$ cat src/rtl/byte_unstriping_4_if.sv
// Byte stream in, four-lane word out, with valid/ready on both sides.
interface byte_unstriping_4_if #(
  parameter int DATA_W = 8
);
  logic [DATA_W-1:0] dataIn;
  logic              validIn;
  logic              inReady;
  logic [DATA_W-1:0] dataOut0;
  logic [DATA_W-1:0] dataOut1;
  logic [DATA_W-1:0] dataOut2;
  logic [DATA_W-1:0] dataOut3;
  logic              validOut0;
  logic              validOut1;
  logic              validOut2;
  logic              validOut3;
  logic              outReady;

  modport master (
    output dataIn, validIn, outReady,
    input  inReady, dataOut0, dataOut1, dataOut2, dataOut3,
    input  validOut0, validOut1, validOut2, validOut3
  );

  modport slave (
    input  dataIn, validIn, outReady,
    output inReady, dataOut0, dataOut1, dataOut2, dataOut3,
    output validOut0, validOut1, validOut2, validOut3
  );
endinterface

$ cat src/rtl/byte_unstriping_4.sv
// Gathers a byte stream into 4-lane words (lane 0 first); idle partial words are flushed.
// Word appears one cycle after its last byte; the output word is held while outReady=0.
module byte_unstriping_4 #(
  parameter int DATA_W     = 8,
  parameter int IDLE_FLUSH = 4
) (
  input  logic                clk,
  input  logic                reset,
  byte_unstriping_4_if.slave  bus
);
  localparam int CW = (IDLE_FLUSH < 1) ? 1 : $clog2(IDLE_FLUSH + 1);

  typedef enum logic [1:0] {S_EMPTY, S_FILL, S_FLUSH_WAIT} state_t;

  state_t            r_state;
  logic [1:0]        r_ptr;
  logic [CW-1:0]     r_cnt;
  logic [DATA_W-1:0] r_stage [3];
  logic [DATA_W-1:0] r_dout  [4];
  logic [3:0]        r_vout;

  logic       w_out_full;
  logic       w_free;
  logic       w_in_ready;
  logic       w_accept;
  logic       w_complete;
  logic       w_cnt_hit;
  logic       w_flush;
  logic [3:0] w_flush_mask;

  assign w_out_full = |r_vout;
  assign w_free     = !w_out_full || bus.outReady;
  // Only the word-completing byte needs the output slot, so only lane 3 can stall.
  assign w_in_ready = !((r_ptr == 2'd3) && w_out_full && !bus.outReady);
  assign w_accept   = bus.validIn && w_in_ready;
  assign w_complete = w_accept && (r_ptr == 2'd3);
  assign w_cnt_hit  = (IDLE_FLUSH != 0) && (r_cnt == CW'(IDLE_FLUSH));
  assign w_flush    = (r_ptr != 2'd0) && !bus.validIn && w_free &&
                      (w_cnt_hit || (r_state == S_FLUSH_WAIT));

  always_comb begin
    w_flush_mask = 4'b0000;
    for (int i = 0; i < 4; i++) begin
      w_flush_mask[i] = (i < int'(r_ptr));
    end
  end

  assign bus.inReady   = w_in_ready;
  assign bus.dataOut0  = r_dout[0];
  assign bus.dataOut1  = r_dout[1];
  assign bus.dataOut2  = r_dout[2];
  assign bus.dataOut3  = r_dout[3];
  assign bus.validOut0 = r_vout[0];
  assign bus.validOut1 = r_vout[1];
  assign bus.validOut2 = r_vout[2];
  assign bus.validOut3 = r_vout[3];

  always_ff @(posedge clk or posedge reset) begin
    if (reset) begin
      r_state <= S_EMPTY;
      r_ptr   <= 2'd0;
      r_cnt   <= '0;
      r_vout  <= 4'b0000;
      for (int i = 0; i < 3; i++) r_stage[i] <= '0;
      for (int i = 0; i < 4; i++) r_dout[i]  <= '0;
    end else begin
      // Output register: a new load wins over clearing a consumed word.
      if (w_complete) begin
        for (int i = 0; i < 3; i++) r_dout[i] <= r_stage[i];
        r_dout[3] <= bus.dataIn;
        r_vout    <= 4'b1111;
      end else if (w_flush) begin
        for (int i = 0; i < 3; i++) r_dout[i] <= w_flush_mask[i] ? r_stage[i] : '0;
        r_dout[3] <= '0;
        r_vout    <= w_flush_mask;
      end else if (w_out_full && bus.outReady) begin
        for (int i = 0; i < 4; i++) r_dout[i] <= '0;
        r_vout <= 4'b0000;
      end

      if (w_complete || w_flush) begin
        r_ptr <= 2'd0;
        r_cnt <= '0;
        for (int i = 0; i < 3; i++) r_stage[i] <= '0;
      end else if (w_accept) begin
        r_stage[r_ptr] <= bus.dataIn;
        r_ptr          <= r_ptr + 2'd1;
        r_cnt          <= '0;
      end else if ((IDLE_FLUSH != 0) && (r_ptr != 2'd0) && !bus.validIn && !w_cnt_hit) begin
        r_cnt <= r_cnt + CW'(1);
      end

      case (r_state)
        S_EMPTY: begin
          if (w_accept) r_state <= S_FILL;
        end
        S_FILL, S_FLUSH_WAIT: begin
          if (w_complete || w_flush)                         r_state <= S_EMPTY;
          else if (w_accept)                                 r_state <= S_FILL;
          else if (w_cnt_hit && !w_free && !bus.validIn)     r_state <= S_FLUSH_WAIT;
        end
        default: r_state <= S_EMPTY;
      endcase
    end
  end
endmodule

$ cat src/flat_wrapper.sv
// flat-port wrapper written by rule: the top's interface ports become plain ports
module byte_unstriping_4_flat 
#(
  parameter int DATA_W     = 8,
  parameter int IDLE_FLUSH = 4
)
  (clk, reset, bus_dataIn, bus_validIn, bus_outReady, bus_inReady, bus_dataOut0, bus_dataOut1, bus_dataOut2, bus_dataOut3, bus_validOut0, bus_validOut1, bus_validOut2, bus_validOut3);
  byte_unstriping_4_if #(.DATA_W(DATA_W)) bus_i ();
  input  logic clk;
  input  logic reset;
  input wire logic [$bits(bus_i.dataIn)-1:0] bus_dataIn;
  input wire logic [$bits(bus_i.validIn)-1:0] bus_validIn;
  input wire logic [$bits(bus_i.outReady)-1:0] bus_outReady;
  output wire logic [$bits(bus_i.inReady)-1:0] bus_inReady;
  output wire logic [$bits(bus_i.dataOut0)-1:0] bus_dataOut0;
  output wire logic [$bits(bus_i.dataOut1)-1:0] bus_dataOut1;
  output wire logic [$bits(bus_i.dataOut2)-1:0] bus_dataOut2;
  output wire logic [$bits(bus_i.dataOut3)-1:0] bus_dataOut3;
  output wire logic [$bits(bus_i.validOut0)-1:0] bus_validOut0;
  output wire logic [$bits(bus_i.validOut1)-1:0] bus_validOut1;
  output wire logic [$bits(bus_i.validOut2)-1:0] bus_validOut2;
  output wire logic [$bits(bus_i.validOut3)-1:0] bus_validOut3;
  assign bus_i.dataIn = bus_dataIn;
  assign bus_i.validIn = bus_validIn;
  assign bus_i.outReady = bus_outReady;
  assign bus_inReady = bus_i.inReady;
  assign bus_dataOut0 = bus_i.dataOut0;
  assign bus_dataOut1 = bus_i.dataOut1;
  assign bus_dataOut2 = bus_i.dataOut2;
  assign bus_dataOut3 = bus_i.dataOut3;
  assign bus_validOut0 = bus_i.validOut0;
  assign bus_validOut1 = bus_i.validOut1;
  assign bus_validOut2 = bus_i.validOut2;
  assign bus_validOut3 = bus_i.validOut3;
  byte_unstriping_4 #(.DATA_W(DATA_W), .IDLE_FLUSH(IDLE_FLUSH)) u_core (.clk(clk), .reset(reset), .bus(bus_i));
endmodule
$ cat config.mk
export PLATFORM = sky130hd
export DESIGN_NAME = byte_unstriping_4_flat
export DESIGN_NICKNAME = d
export VERILOG_FILES = /design/src/rtl/byte_unstriping_4_if.sv /design/src/rtl/byte_unstriping_4.sv /design/src/flat_wrapper.sv
export SDC_FILE = /design/constraint.sdc
export NUM_CORES = 1
export LEC_CHECK = 0
export CAP_MARGIN = 20
export CORE_ASPECT_RATIO = 0.9
export CORE_MARGIN = 2
export CORE_UTILIZATION = 50
export DETAILED_ROUTE_END_ITERATION = 12
export PLACE_DENSITY = 0.76
export REMOVE_ABC_BUFFERS = 1
export SLEW_MARGIN = 10
export SYNTH_ARGS = -nofsm -noshare
export SYNTH_HDL_FRONTEND = slang
export SYNTH_SLANG_ARGS = --single-unit
$ cat constraint.sdc
create_clock -name clk -period 2.8 [get_ports clk]
set_input_delay 0.7 -clock clk [delete_from_list [all_inputs] [get_ports clk]]
set_output_delay 0.7 -clock clk [all_outputs]
set_load 0.05 [all_outputs]
==> metrics.csv <==
metric;value;unit
synth-seq-area-share;59.32;%
hold_viol;0;
yosys-top-cells-area;dfrtp_1, a22o_1, nand2_1, o21ai_0, ha_1;
drtAntennaViolNets;0;
routed_via_density;5.348;
min_path_cells;1;
die-area;6271;um^2
worst_slack;506.1;ps
antenna_cells;0;
intPower;2.590;mW
grt_first_pass_wirelength;9839;um
portBuffers;48;
ctsResizeCount;0;
cap_violations;0;
die_w;83.25;um
timing.rr.end;u_core.r_state[0]$_DFFE_PP0P_;
nNetsFinal;321;
fmax;0.4359;GHz
seqPwrFrac;34.8;%
numCtsBuffers;9;
synth_top_area_share;59.32;%
antenna_found_initial;0;
cts_buffer_depth;2;
ys_warn_count;0;
ir_drop;0.7410;mV
grt_max_degree;46;
fin_crit_sh;81.92;%
grt_usage;20.86;%
place_hpwl;4002;um
drt_iter0_drc;152;
drive_above_1_share;10.53;%
hold_buffers;0;
path_delay_family;buffers and inverters;
power.switching;1.955;mW
reg2regPathDepth;6;
setup_tns;0;ps
netlist_area;2826;um^2
clk_latency;340;ps
pre_cts_ws;249.0;ps
fillers;409;
hold_ws;490.5;ps
synth_cell_types;33;
crit_fanout;4;
via_count;1984;
cts_tree;built;
finClkSkew;6.643;ps
min_period;2294;ps
p_leak;1.651;nW
critPathKind;input port to output pin;
clk_pin_slew;70;ps
num_rows;25;
status;completed;
place.gp.congestion;0.7569;
wirelength;5873;um
final_cells;371;
p_total;4.545;mW
reg2reg_setup_slack;860;ps
cp.arrival;1590;ps
grt_setup_unrepaired;no;
die_h;75.33;um
setup_viol;0;
dr.pass1.iters;4;
cpPeakStageDelay;480;ps
cp_slowest_cell;clkdlybuf4s50_1;
ioPinCount;49;
overflow;0;
cts_sinks;67;
switching_share;43.01;%
critPathLaunchType;input port;
crit_required;2100;ps
hold_class;register to register;
slew_headroom;65.22;%
tightest_slew;518.6;ps
avgRoutedWirePerCell;15.83;um
final_common_cell;dfrtp_1;
slew_viol_final;0;
h-tree-depth;3;
hp-start;u_core.r_stage[21]$_DFFE_PP0P_;
synth.largest_area_cell;dfrtp_1;
synth-seq-cells;67;
cp_cell_sequence;clkdlybuf4s50_1 -> nor2_2 -> nand2_1 -> buf_4;
path_buf_inv;2;
post_cts_buffers;0;
area_growth;26.78;%
crit_path_end_kind;output pin;
power_frac_comb;46.2;%
core;5349;um^2
synth_cells;248;
root_buffer;clkbuf_8;
r2r-start;u_core.r_ptr[0]$_DFFE_PP0P_;
power.share.clock;19.1;%
layout_common_cells;dfrtp_1, nand2_1, clkdlybuf4s50_1, a22o_1, o21ai_0;
drc;0;
min_to;u_core.bus.dataOut0[5]$_DFFE_PP0P_;
grt_pass1_vias;1962;
syn_area_per_cell;11.40;um^2
start_util;52.84;%
p_per_area;1268;nW/um^2
dpl.cell_count;356;
worst reg2reg max path, cell delays in order, from the launching register on:
cell and delay [ps]:
dfrtp_1 410, inv_1 80, ha_1 250, or3_4 420, a211oi_2 290, nor3_2 80, mux2_4 290
synthesized netlist by cell type (all sizes together):
cell type  number
dfrtp          67
nand2          57
a22o           32
o21ai          25
ha              9
nor2            9
inv             8
a21oi           6
buf             6
clkbuf          5
a21o            4
and2            3
nor3            3
a211oi          2
a21boi          1
a31o            1
mux2            1
nor2b           1
nor3b           1
nor4            1
nor4b           1
o21bai          1
o221a           1
or3             1
xnor2           1
xor2            1
power by group through the flow:
stage | Sequential (mW) | Combinational [mW] | Clock (mW)
6_report | 1.58 | 2.10 | 0.866
2_1_floorplan | 2.21 | 0.796 | 0
3_5_place_dp | 1.59 | 2.12 | 0
5_1_grt | 1.63 | 2.26 | 0.921
4_1_cts | 1.58 | 2.12 | 0.872
3_3_place_gp | 1.59 | 2.08 | 0
logic make-up after synthesis:
kind of cell	count (synthesis)	synth area share (%)
multiplexers	1	0.5311
adder cells (fa/ha/maj)	9	3.984
flip-flops	67	59.32
AO/OA/AOI/OAI	73	19.26
XOR/XNOR	2	0.6199
AND/OR/NAND/NOR	77	12.79
buffers and inverters	19	3.497
stage by stage:
step                instance area [um^2]  util (%)
CTS                                 3583     66.99
finish                              3583     66.99
detailed placement                  3374     63.09
global route                        3583     66.99
floorplan                           2758         -
global placement                    3374     63.09
worst max path at each step:
| stage | depth (start not counted) | to | start | slack (ps) |
|---|---|---|---|---|
| 6_report | 4 | bus_inReady | bus_outReady | 510 |
| 5_1_grt | 4 | bus_inReady | bus_outReady | 460 |
| 4_1_cts | 4 | bus_inReady | bus_outReady | 500 |
| 3_5_place_dp | 5 | u_core.r_state[0]$_DFFE_PP0P_ | bus_validIn | 250 |
| 3_3_place_gp | 5 | u_core.r_state[0]$_DFFE_PP0P_ | bus_validIn | 310 |
| 2_1_floorplan | 1 | u_core.bus.dataOut0[0]$_DFFE_PP0P_ | reset | 420 |
registers in the layout, summed over array words and instances (netlist names):
register,count
u_core.r_ptr,2
u_core.bus.dataOut0,8
u_core.r_vout,4
u_core.r_state,2
u_core.r_stage,24
u_core.bus.dataOut3,8
u_core.bus.dataOut2,8
u_core.r_cnt,3
u_core.bus.dataOut1,8
per-layer routing:
| layer | vias to the layer above | global-route usage, % | wire length (um) | share of wire (%) |
|---|---|---|---|---|
| met1 | 950 | 28.03 | 2798 | 48 |
| met4 | 0 | 6.557 | 73 | 1.2 |
| li1 | 970 | - | - | - |
| met3 | 7 | 7.259 | 381 | 6.5 |
| met2 | 57 | 32.71 | 2620 | 45 |
| met5 | - | 0 | 0 | 0 |
area by class of cell:
class	instances	area, um^2	share of cell area (%)
multi-input combinational	162	1051	29.33
inverter	8	30.03	0.8380
clock buffer	13	148.9	4.155
timing repair buffer	52	533.0	14.87
clock inverter	2	60.06	1.676
sequential	67	1677	46.79
tap	67	83.83	2.339
(Power assumes the default switching activity.)
